File: src/rtl/wb_arb_pkg.sv
// Shared constants and FSM encoding for the round-robin Wishbone arbiter.
package wb_arb_pkg;
   localparam int NM_DEF      = 8;
   localparam int GW          = 3;
   localparam int TIMEOUT_DEF = 256;

   typedef enum logic [1:0] {S_IDLE, S_BUSY, S_FLUSH} state_t;
endpackage

File: src/rtl/wb_rr_pick.sv
// Combinational round-robin pick: first eligible request above 'last', wrapping.
module wb_rr_pick
   import wb_arb_pkg::*;
#(
   parameter int NM = NM_DEF
) (
   input  logic [NM-1:0] req_i,
   input  logic [NM-1:0] mask_i,
   input  logic [GW-1:0] last_i,
   output logic [GW-1:0] idx_o,
   output logic          any_o
);
   logic [NM-1:0] elig;
   logic [GW-1:0] j;

   assign elig = req_i & ~mask_i;

   // k runs 1..NM so the previous owner is considered last.
   always_comb begin
      idx_o = '0;
      any_o = 1'b0;
      j     = '0;
      for (int k = 1; k <= NM; k++) begin
         j = GW'((int'(last_i) + k) % NM);
         if (!any_o && elig[j]) begin
            idx_o = j;
            any_o = 1'b1;
         end
      end
   end
endmodule

File: src/rtl/wb_arb_rr_wdog.sv
// Round-robin Wishbone bus arbiter with optional tenure watchdog.
// Watchdog, mask and FLUSH state are built only when WB_ARB_WDOG_EN is defined.
module wb_arb_rr_wdog
   import wb_arb_pkg::*;
#(
   parameter int NM      = NM_DEF,
   parameter int TIMEOUT = TIMEOUT_DEF
) (
   input  logic          clk_i,
   input  logic          rst_i,
   input  logic [NM-1:0] req_i,
   input  logic          ack_i,
   output logic [GW-1:0] gnt_o,
   output logic          gnt_vld_o,
   output logic          err_o
);
   state_t        state_q, state_d;
   logic [GW-1:0] gnt_q, gnt_d, last_q, last_d;
   logic          vld_q, vld_d;
   logic [NM-1:0] mask;
   logic [GW-1:0] pick_idx;
   logic          pick_any;

`ifdef WB_ARB_WDOG_EN
   localparam int CW = $clog2(TIMEOUT);
   logic [CW-1:0] cnt_q, cnt_d;
   logic [NM-1:0] mask_q, mask_d;
   logic          err_q, err_d;

   assign mask  = mask_q;
   assign err_o = err_q;
`else
   logic unused_wdog;
   assign unused_wdog = ack_i ^ (TIMEOUT == 0);
   assign mask  = '0;
   assign err_o = 1'b0;
`endif

   wb_rr_pick #(.NM(NM)) u_pick (
      .req_i  (req_i),
      .mask_i (mask),
      .last_i (last_q),
      .idx_o  (pick_idx),
      .any_o  (pick_any)
   );

   always_comb begin
      state_d = state_q;
      gnt_d   = gnt_q;
      last_d  = last_q;
      vld_d   = vld_q;
`ifdef WB_ARB_WDOG_EN
      cnt_d   = '0;
      err_d   = 1'b0;
      mask_d  = mask_q & req_i;
`endif
      case (state_q)
         S_BUSY: begin
            if (req_i[gnt_q]) begin
`ifdef WB_ARB_WDOG_EN
               // An ack on the terminal-count cycle takes priority over the timeout.
               if (!ack_i && cnt_q == CW'(TIMEOUT - 1)) begin
                  err_d          = 1'b1;
                  vld_d          = 1'b0;
                  mask_d[gnt_q]  = 1'b1;
                  state_d        = S_FLUSH;
               end else if (!ack_i) begin
                  cnt_d = cnt_q + 1'b1;
               end
`endif
            end else if (pick_any) begin
               gnt_d  = pick_idx;
               last_d = pick_idx;
            end else begin
               vld_d   = 1'b0;
               state_d = S_IDLE;
            end
         end
         S_FLUSH: begin
            vld_d   = 1'b0;
            state_d = S_IDLE;
         end
         default: begin
            if (pick_any) begin
               gnt_d   = pick_idx;
               last_d  = pick_idx;
               vld_d   = 1'b1;
               state_d = S_BUSY;
            end
         end
      endcase
   end

   always_ff @(posedge clk_i) begin
      if (rst_i) begin
         state_q <= S_IDLE;
         gnt_q   <= '0;
         last_q  <= GW'(NM - 1);
         vld_q   <= 1'b0;
      end else begin
         state_q <= state_d;
         gnt_q   <= gnt_d;
         last_q  <= last_d;
         vld_q   <= vld_d;
      end
   end

`ifdef WB_ARB_WDOG_EN
   always_ff @(posedge clk_i) begin
      if (rst_i) begin
         cnt_q  <= '0;
         mask_q <= '0;
         err_q  <= 1'b0;
      end else begin
         cnt_q  <= cnt_d;
         mask_q <= mask_d;
         err_q  <= err_d;
      end
   end
`endif

   assign gnt_o     = gnt_q;
   assign gnt_vld_o = vld_q;
endmodule

File: config.mk
export PLATFORM = sky130hd
export DESIGN_NAME = wb_arb_rr_wdog
export DESIGN_NICKNAME = d
export VERILOG_FILES = /design/src/rtl/wb_arb_pkg.sv /design/src/rtl/wb_rr_pick.sv /design/src/rtl/wb_arb_rr_wdog.sv
export SDC_FILE = /design/constraint.sdc
export NUM_CORES = 1
export LEC_CHECK = 0
export ABC_AREA = 1
export CORE_ASPECT_RATIO = 1.1
export CORE_UTILIZATION = 25
export DETAILED_ROUTE_END_ITERATION = 8
export HOLD_SLACK_MARGIN = 0.03
export PLACE_DENSITY = 0.51
export SKIP_LAST_GASP = 1
export SYNTH_ARGS = -nofsm -noshare
export SYNTH_HDL_FRONTEND = slang
export SYNTH_SLANG_ARGS = --single-unit
File: constraint.sdc
create_clock -name clk_i -period 5.1 [get_ports clk_i]
set_input_delay 1.02 -clock clk_i [delete_from_list [all_inputs] [get_ports clk_i]]
set_output_delay 1.02 -clock clk_i [all_outputs]
set_load 0.02 [all_outputs]
== Yosys cells after proc, flatten, opt, wreduce, memory -nomap -nowiden ==
Index checks and enable logic that the tools add are counted.
Storage, ports and cells
  bits of input ports: 11
  register bits: 9
  logic and storage cells: 91
  output and inout port bits: 5
Operators by class
  eq/ne operators: 4
  $add $sub $neg: 8
  order comparisons: 9
  bitwise operators: 1
  reductions and logical operators: 17
  muxes and demuxes: 48
Operators with widths (number)
  3-bit by 4-bit < comparator with 1-bit output (second input constant): 9
  3-bit two-way mux: 12
  1-bit binary-select mux with 3-bit select: 9
  1-bit two-way mux: 20
  3-bit adder (second input constant): 4
  3-bit case mux with 2 select lines: 2
  1-bit logical AND: 7
  1-bit logical NOT: 7
  3-bit by 1-bit adder with 3-bit output (second input constant): 2
  3-bit by 2-bit adder with 3-bit output (second input constant): 2
  2-bit two-way mux: 3
  2-bit inequality test (second input constant): 2
  2-bit case mux with 2 select lines: 1
  3-bit AND reduction: 1
  3-bit nonzero test: 1
  2-bit by 1-bit == test with 1-bit output (second input constant): 1
  2-bit == test (second input constant): 1
  1-bit case mux with 2 select lines: 1
  2-bit AND reduction: 1
  1-bit inverter: 1

== Logic depth before layout (Yosys ltp) ==
Gate-level depths: netlist of run 1.
  depth in word-level cells: 28
  mapped depth: 17
  depth with buffers taken out: 16

== By module ==
A second synthesis of run 1 with hierarchy kept.
Second synthesis, totals
  cells, all modules: 194
  area total of the unflattened synthesis: 1183.6 µm²
By module, submodules not included
  wb_rr_pick: times used 1, cells each 142, seq. area each 0.0 µm², area an instance 817.0 µm²
  wb_arb_rr_wdog: times used 1, cells each 52, seq. area each 140.1 µm², area an instance 366.6 µm²

== Least setup slack after synthesis of run 1 ==
OpenSTA, ideal clock, no wires.
  path kind: input to register
  start point: in req_i[0]
  end point: reg last_q[0]
  data arrival time: 2151 ps
  buffers on the path: 0
  stages: 12
  setup time: 127 ps
  data required time: 4973 ps
  path slack: 2823 ps
  cell sequence: nand2_1 -> nand3_2 -> nand3_2 -> nand2_4 -> nor2_8 -> nand4_4 -> nor2_8 -> nand3_4 -> nand2_4 -> inv_2 -> nand2_1 -> o211ai_1
On the way
  word-level cells in the longest chain between the ends: 27
  elaborated cells between the ends (all ways): 53
  classes of those cells: eq/ne: 1; mux: 37; reduce/logical: 15
Ends and longest elaborated chain
  start, declared: line wb_arb_rr_wdog.sv:11  | input logic [NM-1:0] req_i,
  1-bit binary-select mux with 3-bit select: line wb_rr_pick.sv:25  | if (!any_o && elig[j]) begin
  1-bit two-way mux (not written as such): line wb_rr_pick.sv:25
  1-bit two-way mux: line wb_rr_pick.sv:25
  1-bit logical NOT: line wb_rr_pick.sv:25
  1-bit logical AND: line wb_rr_pick.sv:25
  1-bit two-way mux: line wb_rr_pick.sv:25
  1-bit logical NOT: line wb_rr_pick.sv:25
  1-bit logical AND: line wb_rr_pick.sv:25
  [... 11 more ...]
  1-bit logical AND: line wb_rr_pick.sv:25
  1-bit two-way mux: line wb_rr_pick.sv:25
  1-bit logical NOT: line wb_rr_pick.sv:25
  1-bit logical AND: line wb_rr_pick.sv:25
  3-bit two-way mux / 1-bit two-way mux (equally long branches): line wb_rr_pick.sv:25
  3-bit two-way mux: line wb_arb_rr_wdog.sv:71, wb_arb_rr_wdog.sv:84
  3-bit two-way mux: line wb_arb_rr_wdog.sv:59  | if (req_i[gnt_q]) begin
  3-bit case mux with 2 select lines: line wb_arb_rr_wdog.sv:57  | case (state_q)
  end signal, assigned: line wb_arb_rr_wdog.sv:98  | last_q <= GW'(NM - 1);
  end signal, assigned: line wb_arb_rr_wdog.sv:103  | last_q <= last_d;
  end, declared: line wb_arb_rr_wdog.sv:18  | logic [GW-1:0] gnt_q, gnt_d, last_q, last_d;
Several ways; a longest one is shown, not always the timed one. The select of a mux whose other input is x is not followed.
A chain may end at the register's enable or synchronous reset.

== Worst setup path in the final report of run 1 ==
  start point: reg last_q[1]
  end point: reg last_q[2]
On the way
  word-level cells in the longest chain between the ends: 28
  elaborated cells between the ends (all ways): 57
  classes of those cells: add/sub: 8; mux: 35; reduce/logical: 14
Ends and longest elaborated chain
  3-bit by 1-bit adder with 3-bit output: line wb_rr_pick.sv:24  | j = GW'((int'(last_i) + k) % NM);
  1-bit binary-select mux with 3-bit select: line wb_rr_pick.sv:25
  1-bit two-way mux (not written as such): line wb_rr_pick.sv:25
  1-bit two-way mux: line wb_rr_pick.sv:25
  1-bit logical NOT: line wb_rr_pick.sv:25
  1-bit logical AND: line wb_rr_pick.sv:25
  1-bit two-way mux: line wb_rr_pick.sv:25
  1-bit logical NOT: line wb_rr_pick.sv:25
  [... 12 more ...]
  1-bit logical AND: line wb_rr_pick.sv:25
  1-bit two-way mux: line wb_rr_pick.sv:25
  1-bit logical NOT: line wb_rr_pick.sv:25
  1-bit logical AND: line wb_rr_pick.sv:25
  3-bit two-way mux / 1-bit two-way mux (equally long branches): line wb_rr_pick.sv:25
  3-bit two-way mux *: line wb_arb_rr_wdog.sv:71, wb_arb_rr_wdog.sv:84
  3-bit two-way mux: line wb_arb_rr_wdog.sv:59
  3-bit case mux with 2 select lines *: line wb_arb_rr_wdog.sv:57
Mark *: on every way between the ends. The rest lies on a longest branch, timed or not. The select of a mux whose other input is x is not followed.

==> run summary, run 1 <==
status = completed
worst hold path type = register to register
syn nets = 191
core area = 4320 um^2
HPWL after DPL = 2360 um
startpoint types = register
Post-Layout Inst Area = 1340 um^2
met1 GRT Util = 17.8%
Setup CP Type = register to register
Root Buffer Master = clkbuf_8
clock skew = 0.00117 ns
DRC = 0
largest fanout on the critical path = 12
total grt overflow = 0
Simple-Gate Fraction of Synth Area = 61.3%
Clock Pin Slew Worst Setup and Hold Paths = 0.04 ns
post-layout minimum cycle time = 2.94 ns
Async SR Flop Fraction = 0%
RSZ-0062 raised after global routing = no
Fill cells = 486
TritonCTS clock tree = done
Setup Buffers After CTS = 0
Cell Area, Placed = 1290 um^2
Post-Synth XOR/XNOR Area = 2.97%
vias in the first global route = 1174
post-synthesis mux area share = 0.881%
Num CTS Buffers = 3
Fmax = 340 MHz
Final Hold Viols = 0
clk_lat worst skew = 0.22 ns
Slew headroom = 64.8%
Global Route met2 Usage = 24.1%
pre-CTS setup slack = 2.12 ns
Compound-Gate Fraction of Synth Area = 10.1%
share of layout cells above drive strength 1 = 18.4%
Yosys cell types = 33
clk buf depth = 2
number of flops mapped to enable cells by yosys = 0
# rows = 25
most common cell after layout, fill and taps aside = nand2_1
Starting Density = 26.3%
Syn Inst Count = 178
setup TNS = 0 ns
Vias per Instance = 4.57
worst-margin pin slew = 0.527 ns
Die W = 66.3 um
most frequent cells in the layout = nand2_1, nand3_1, nor2_1
routed vias = 1115
period utilisation layout = 57.6%
diode count = 0
# placed instances = 240
number of DRC markers in iteration 0 = 47
DIE AREA = 4820 um^2
Ports = 16
yosys warns = 0
Worst Path Arrival = 3.04 ns
final setup violation count = 0
final worst slack = 2.16 ns
Seq/Total Area, Yosys = 12.3%
Yosys reg bits = 7
required time of the critical path = 5.20 ns
Port Buffer Count = 13
Top FF cell, synth = dfxtp_1
post-synthesis adder-cell area fraction = 2.20%
largest net degree at the start of global routing = 14
Pins Over Slew Limit = 0
met3 Usage GRT = 1.25%
GRT busiest layer = met2
Final #Nets = 204
H-tree depth = 1
Tot GR Track Use = 13.9%
first-pass GRT wire length = 5300 um
CP endpoint kind = register
hold buffer count at CTS = 0
MaxCap Viol Count = 0
die height = 72.7 um
filler-free cell count of the finished design = 244
Routed WL per cell = 11.7 um
largest family of logic cells by synthesized area = simple AND/OR/NAND/NOR gates
RePlAce Congestion = 0.817
initial antenna violation count = 0
clk sinks = 7
synthesized area = 1140 um^2
CTS-repair resized insts = 0
Total Wirelength = 2860 um
first-pass detailed-route iteration total = 4
synth-to-layout area growth = 17.8%
antenna viol nets, final = 0
Mean Syn Cell Area = 6.38 um^2
-- flip-flops by register name, summed over array words and instances, names as in the netlist --
name	count
state_q	1
gnt_o	3
last_q	3
-- per-stage QoR --
step,hold slack [ns],util (%)
floorplan,0.557,-
global placement,0.521,30.0
detailed placement,0.513,30.0
CTS,0.534,31.0
global route,0.580,31.0
finish,0.527,31.0
-- critical path, cell delays in order, from the launching register on --
cell and delay (ns):
dfxtp_1 0.64, inv_1 0.24, ha_1 0.49, inv_2 0.19, nand3_1 0.20, nand2_1 0.13, nand2_2 0.07, nand2_4 0.11
nand4_4 0.12, nor2_8 0.17, nand3_4 0.10, nand2_4 0.12, nor2_1 0.05, nand2_1 0.09, o211ai_1 0.09
-- cells by family after synthesis --
logic type,count (synthesis)
muxes,1
buffers and inverters,24
adders and majority gates,2
xor gates and xnor gates,3
other,1
DFF,7
AOI/OAI and AO/OA,15
and+or+nand+nor,125
-- final timing paths --
kind,startpoint,end,slack (ns),depth (start not counted)
max,last_q[1]$_SDFFE_PP1P_,last_q[2]$_SDFFE_PP1P_,2.16,14
max reg2reg,last_q[1]$_SDFFE_PP1P_,last_q[2]$_SDFFE_PP1P_,2.16,14
min,gnt_o[2]$_SDFFE_PP0P_,gnt_o[2]$_SDFFE_PP0P_,0.53,2
min reg2reg,gnt_o[2]$_SDFFE_PP0P_,gnt_o[2]$_SDFFE_PP0P_,0.53,2
-- final cells by class --
class,count,area [um^2],area share (%)
Clock buffer,4,45.0,3.36
Inverter,19,71.3,5.33
Multi-Input combinational cell,147,885,66.1
Sequential cell,7,140,10.5
Tap cell,54,67.6,5.05
Timing Repair Buffer,13,130,9.72
-- per-layer routing --
metal / routed length [um] / share of wire, % / vias up
li1: - / - / 610
met1: 1440 / 50 / 489
met2: 1340 / 47 / 12
met3: 53 / 1.9 / 4
met4: 32 / 1.1 / 0
met5: 0 / 0 / -
-- synthesized netlist by cell type (3+ instances only) --
cell type	count	area share, %
nand2_1	54	18
nand3_1	28	12
nor2_1	15	5.0
inv_1	14	4.6
nand3_2	8	7.0
dfxtp_1	7	12
inv_2	5	1.7
nand2_2	5	2.8
nand4_1	4	2.2
a21oi_1	3	1.3
nand2_4	3	3.0
nand3_4	3	4.6
o211ai_1	3	2.0
o21ai_0	3	1.3
Power of run 1 is left out: the tool's default activity adds up to more than one toggle a clock period on the data nets, which glitch-free logic cannot reach.
==> inputs of run 2 (changes only) <==
Settings changed: PLACE_DENSITY 0.51 to 0.52.
Clock period 5.1 ns to 2.5 ns, I/O delays scaled along.
==> run summary, run 2 (synthesized netlist as in run 1, its figures left out) <==
most numerous cell on the critical path = inv_2
Port Buffer Count = 13 (unchanged)
antenna viol nets, final = 0 (unchanged)
Crit-path slowest cell = ha_2 (was dfxtp_1)
vias in the first global route = 1188 (was 1174)
TritonCTS clock tree = done (unchanged)
DIE AREA = 4820 um^2 (unchanged)
post-layout minimum cycle time = 2.26 ns (was 2.94 ns)
initial antenna violation count = 0 (unchanged)
startpoint types = register (unchanged)
Fmax = 443 MHz (was 340 MHz)
first-pass GRT wire length = 5420 um (was 5300 um)
core area = 4320 um^2 (unchanged)
worst hold path type = register to register (unchanged)
largest fanout on the critical path = 8 (was 12)
Starting Density = 26.3% (unchanged)
synth-to-layout area growth = 23.3% (was 17.8%)
diode count = 0 (unchanged)
routed vias = 1168 (was 1115)
Cell Area, Placed = 1350 um^2 (was 1290 um^2)
most frequent cells in the layout = nand2_1, nand3_1, nor2_1 (unchanged)
number of DRC markers in iteration 0 = 37 (was 47)
clk_lat worst skew = 0.23 ns (was 0.22 ns)
clk sinks = 7 (unchanged)
HPWL after DPL = 2440 um (was 2360 um)
critical path cell sequence = inv_1, ha_2, inv_2, nand3_2, nand3_1, nand2_1, inv_2, nand4_4, nor2_8, nand3_4, nand2_4, inv_2, nand2_1, o211ai_1 (was inv_1, ha_1, inv_2, nand3_1, nand2_1, nand2_2, nand2_4, nand4_4, nor2_8, nand3_4, nand2_4, nor2_1, nand2_1, o211ai_1)
filler-free cell count of the finished design = 252 (was 244)
total grt overflow = 0 (unchanged)
largest net degree at the start of global routing = 13 (was 14)
max incr delay on CP = 0.36 ns (was 0.64 ns)
pre-CTS setup slack = 0.0484 ns (was 2.12 ns)
setup TNS = 0 ns (unchanged)
MaxCap Viol Count = 0 (unchanged)
clock skew = 0.00227 ns (was 0.00117 ns)
final setup violation count = 0 (unchanged)
# rows = 25 (unchanged)
Post-Layout Inst Area = 1400 um^2 (was 1340 um^2)
Final Hold Viols = 0 (unchanged)
Setup CP Type = register to register (unchanged)
share of layout cells above drive strength 1 = 22.2% (was 18.4%)
# placed instances = 248 (was 240)
Ports = 16 (unchanged)
Vias per Instance = 4.63 (was 4.57)
Num CTS Buffers = 3 (unchanged)
Pins Over Slew Limit = 0 (unchanged)
Final #Nets = 212 (was 204)
required time of the critical path = 2.61 ns (was 5.20 ns)
H-tree depth = 1 (unchanged)
DRC = 0 (unchanged)
RePlAce Congestion = 0.767 (was 0.817)
period utilisation layout = 90.2% (was 57.6%)
clk buf depth = 2 (unchanged)
die height = 72.7 um (unchanged)
Worst Path Arrival = 2.37 ns (was 3.04 ns)
final worst slack = 0.244 ns (was 2.16 ns)
Root Buffer Master = clkbuf_8 (unchanged)
Routed WL per cell = 11.7 um (about the same)
status = completed (unchanged)
first-pass detailed-route iteration total = 4 (unchanged)
most common cell after layout, fill and taps aside = nand2_1 (unchanged)
Tot GR Track Use = 14.7% (was 13.9%)
Die W = 66.3 um (unchanged)
Clock Pin Slew Worst Setup and Hold Paths = 0.04 ns (about the same)
RSZ-0062 raised after global routing = no (unchanged)
Total Wirelength = 2940 um (was 2860 um)
CP endpoint kind = register (unchanged)
run 2: cell count changes in the layout (fill, tap and decap cells not counted), sizes merged:
cell	previous run	this run
buf	0	8
run 2: area by class of cell:
type	count	area [um^2]
fillers	501	2920
inverters	19	71.3
flip-flops and latches	7	140
clock buffers	4	45.0
well taps	54	67.6
repair buffers	21	190
multi-input cells	147	887
run 2: stage by stage:
| step | utilization, % | hold WS [ns] |
|---|---|---|
| 3_3_place_gp | 31.4 | 0.525 |
| 6_report | 32.5 | 0.521 |
| 4_1_cts | 32.4 | 0.533 |
| 2_1_floorplan | - | 0.557 |
| 5_1_grt | 32.5 | 0.564 |
| 3_5_place_dp | 31.4 | 0.527 |
run 2: what timing repair did:
item                                    in CTS  in global routing
resized for setup                            0                  1
setup buffers                                0                  0
hold buffers                                 0                  0
endpoints found under the setup margin       0                  6
run 2: worst paths after layout:
path              cells past startpoint                endpoint              startpoint  slack (ns)
setup / recovery                     14  last_q[0]$_SDFFE_PP1P_  last_q[1]$_SDFFE_PP1P_        0.24
hold / removal                        2   gnt_o[2]$_SDFFE_PP0P_   gnt_o[2]$_SDFFE_PP0P_        0.52
setup reg to reg                     14  last_q[0]$_SDFFE_PP1P_  last_q[1]$_SDFFE_PP1P_        0.24
hold reg to reg                       2   gnt_o[2]$_SDFFE_PP0P_   gnt_o[2]$_SDFFE_PP0P_        0.52
run 2: worst max-delay path, delay by kind of cell, from the launching register on:
kind / cells / cell delay (ns)
flip-flops: 1 / 0.33
AO/OA/AOI/OAI: 1 / 0.08
AND/OR/NAND/NOR: 8 / 0.97
adder cells (fa/ha/maj): 1 / 0.36
buffers and inverters: 4 / 0.40
run 2: per-layer routing:
| layer | part of all wire (%) | up-vias | GRT usage (%) |
|---|---|---|---|
| met3 | 2.6 | 7 | 0.938 |
| met5 | 0 | - | 0 |
| met4 | 2.0 | 0 | 6.38 |
| li1 | - | 632 | - |
| met2 | 46 | 20 | 24.3 |
| met1 | 49 | 509 | 19.7 |
Power of run 2 is left out for the same reason.
==> inputs of run 3 (changes only) <==
Settings changed: SYNTH_HIERARCHICAL set to 1.
==> run summary, run 3 <==
Routed WL per cell = 10.7 um (was 11.7 um)
routed vias = 1288 (was 1168)
commonest cells in the netlist = nand3_1, nand2_1, inv_1, nor2_1, nand3_2 (was nand2_1, nand3_1, nor2_1, inv_1, nand3_2)
Final Hold Viols = 0 (unchanged)
Syn Inst Count = 194 (was 178)
DRC = 0 (unchanged)
HPWL after DPL = 2580 um (was 2440 um)
Mean Syn Cell Area = 6.10 um^2 (was 6.38 um^2)
clock skew = 0.00141 ns (was 0.00227 ns)
number of DRC markers in iteration 0 = 30 (was 37)
largest fanout on the critical path = 6 (was 8)
Yosys top cell by area = nand3_1 (was nand2_1)
RePlAce Congestion = 0.866 (was 0.767)
crit-path leading delay family = simple AND/OR/NAND/NOR gates (unchanged)
RSZ-0062 raised after global routing = no (unchanged)
core area = 4410 um^2 (was 4320 um^2)
Pins Over Slew Limit = 0 (unchanged)
final worst slack = 0.265 ns (was 0.244 ns)
Vias per Instance = 4.55 (was 4.63)
Ports = 16 (unchanged)
vias in the first global route = 1190 (was 1188)
antenna viol nets, final = 0 (unchanged)
clk buf depth = 2 (unchanged)
Starting Density = 26.8% (was 26.3%)
largest net degree at the start of global routing = 13 (unchanged)
hold buffer count at CTS = 0 (unchanged)
share of layout cells above drive strength 1 = 24.5% (was 22.2%)
critical path cell sequence = clkdlybuf4s50_1, nand3_1, nand3_1, nand3_2, nand2_1, nor2_2, nand4_2, nor2_4, buf_4, nand3_1, nand3_1, nand3_1, a21oi_1 (was inv_1, ha_2, inv_2, nand3_2, nand3_1, nand2_1, inv_2, nand4_4, nor2_8, nand3_4, nand2_4, inv_2, nand2_1, o211ai_1)
setup slack, reg-to-reg = 0.30 ns (was 0.24 ns)
MaxCap Viol Count = 0 (unchanged)
CP bufs+invs = 2 (was 4)
Final #Nets = 243 (was 212)
Async SR Flop Fraction = 0% (unchanged)
Setup CP Type = input pin to register (was register to register)
filler-free cell count of the finished design = 283 (was 252)
Seq/Total Area, Yosys = 11.8% (was 12.3%)
total grt overflow = 0 (unchanged)
Yosys cell types = 29 (was 33)
die height = 74.2 um (was 72.7 um)
Crit-path slowest cell = clkdlybuf4s50_1 (was ha_2)
synth-to-layout area growth = 29.4% (was 23.3%)
max incr delay on CP = 0.46 ns (was 0.36 ns)
TritonCTS clock tree = done (unchanged)
Num CTS Buffers = 3 (unchanged)
post-layout minimum cycle time = 2.24 ns (was 2.26 ns)
Port Buffer Count = 13 (unchanged)
status = completed (unchanged)
Yosys reg bits = 7 (unchanged)
most frequent cell after synthesis = nand3_1 (was nand2_1)
H-tree depth = 1 (unchanged)
required time of the critical path = 2.66 ns (was 2.61 ns)
number of flops mapped to enable cells by yosys = 0 (unchanged)
DIE AREA = 5010 um^2 (was 4820 um^2)
first-pass GRT wire length = 5110 um (was 5420 um)
top-area cell type share of the netlist area = 22.8% (was 17.8%)
CP endpoint kind = register (unchanged)
Fmax = 447 MHz (was 443 MHz)
synthesized area = 1180 um^2 (was 1140 um^2)
# rows = 25 (unchanged)
most frequent cells in the layout = nand3_1, nand2_1, inv_1 (was nand2_1, nand3_1, nor2_1)
diode count = 0 (unchanged)
Top FF cell, synth = dfxtp_1 (unchanged)
most numerous cell on the critical path = nand3_1 (was inv_2)
Die W = 67.6 um (was 66.3 um)
clk sinks = 7 (unchanged)
clk_lat worst skew = 0.23 ns (about the same)
Total Wirelength = 3030 um (was 2940 um)
first-pass detailed-route iteration total = 4 (unchanged)
# placed instances = 278 (was 248)
final core occ = 34.7% (was 32.5%)
largest cells by area after synthesis = nand3_1, dfxtp_1, nand2_1 (was nand2_1, dfxtp_1, nand3_1)
pre-CTS setup slack = 0.00156 ns (was 0.0484 ns)
startpoint types = input pin (was register)
period utilisation layout = 89.4% (was 90.2%)
initial antenna violation count = 0 (unchanged)
Worst Path Arrival = 2.39 ns (was 2.37 ns)
worst hold path type = register to register (unchanged)
final setup violation count = 0 (unchanged)
yosys warns = 6 (was 0)
most common cell after layout, fill and taps aside = nand3_1 (was nand2_1)
Root Buffer Master = clkbuf_8 (unchanged)
Tot GR Track Use = 13.5% (was 14.7%)
Clock Pin Slew Worst Setup and Hold Paths = 0.04 ns (about the same)
-- run 3: changes by cell type in the layout (fill, tap and decap cells not counted), moves of 3 or more --
cell and change:
buf_4 +8, conb_1 +8, inv_1 +6, inv_2 +5, nand2_1 -17, nand3_1 +26
o211ai_1 -3, o21ai_1 +3
-- run 3: logic make-up after synthesis --
logic type | Yosys count | share of synthesized area [%]
flip-flops | 7 | 11.8
buffers and inverters | 36 | 13.7
other | 1 | 0.317
XOR/XNOR | 3 | 4.44
AO/OA/AOI/OAI | 9 | 4.02
adder cells (fa/ha/maj) | 2 | 2.11
AND/OR/NAND/NOR | 136 | 63.5
-- run 3: per-layer routing --
layer / wire length, um / track usage, % / vias to the layer above / share of wire, %
li1: - / - / 710 / -
met1: 1440 / 17.0 / 549 / 48
met2: 1440 / 23.0 / 18 / 48
met3: 42 / 0.460 / 11 / 1.4
met4: 102 / 7.33 / 0 / 3.4
met5: 0 / 0 / - / 0
-- run 3: final cells by class --
type,instances,area (um^2)
fillers,489,2880
multi-input cells,159,913
repair buffers,29,250
flip-flops and latches,7,143
inverters,30,113
well taps,54,67.6
clock buffers,4,45.0
-- run 3: timing repair --
action,in CTS,in global routing
setup endpoints to repair,0,6
gates resized for setup,0,4
setup buffers,0,1
-- run 3: worst reg2reg max path, delay by kind of cell (launching register included) --
family                     cells  cell delay [ns]
and+or+nand+nor                9             0.99
DFF                            1             0.36
AOI/OAI and AO/OA              1             0.16
adders and majority gates      1             0.30
buffers and inverters          3             0.33
-- run 3: metrics by stage --
stage	hold WS, ns	instance area, um^2	TNS, ns
after floorplan	0.451	1210	0
after global placement	0.515	1470	-0.00387
after detailed placement	0.528	1470	0
after CTS	0.533	1520	0
after global routing	0.520	1530	0
final	0.495	1530	0
-- run 3: path summary, 6_finish.rpt --
path,from,end,depth (start not counted)
max,req_i[0],gnt_o[1]$_SDFFE_PP0P_,13
min,last_q[1]$_SDFFE_PP1P_,last_q[1]$_SDFFE_PP1P_,2
max reg2reg,last_q[0]$_SDFFE_PP1P_,gnt_o[1]$_SDFFE_PP0P_,14
min reg2reg,last_q[1]$_SDFFE_PP1P_,last_q[1]$_SDFFE_PP1P_,2
Power of run 3 is left out for the same reason.
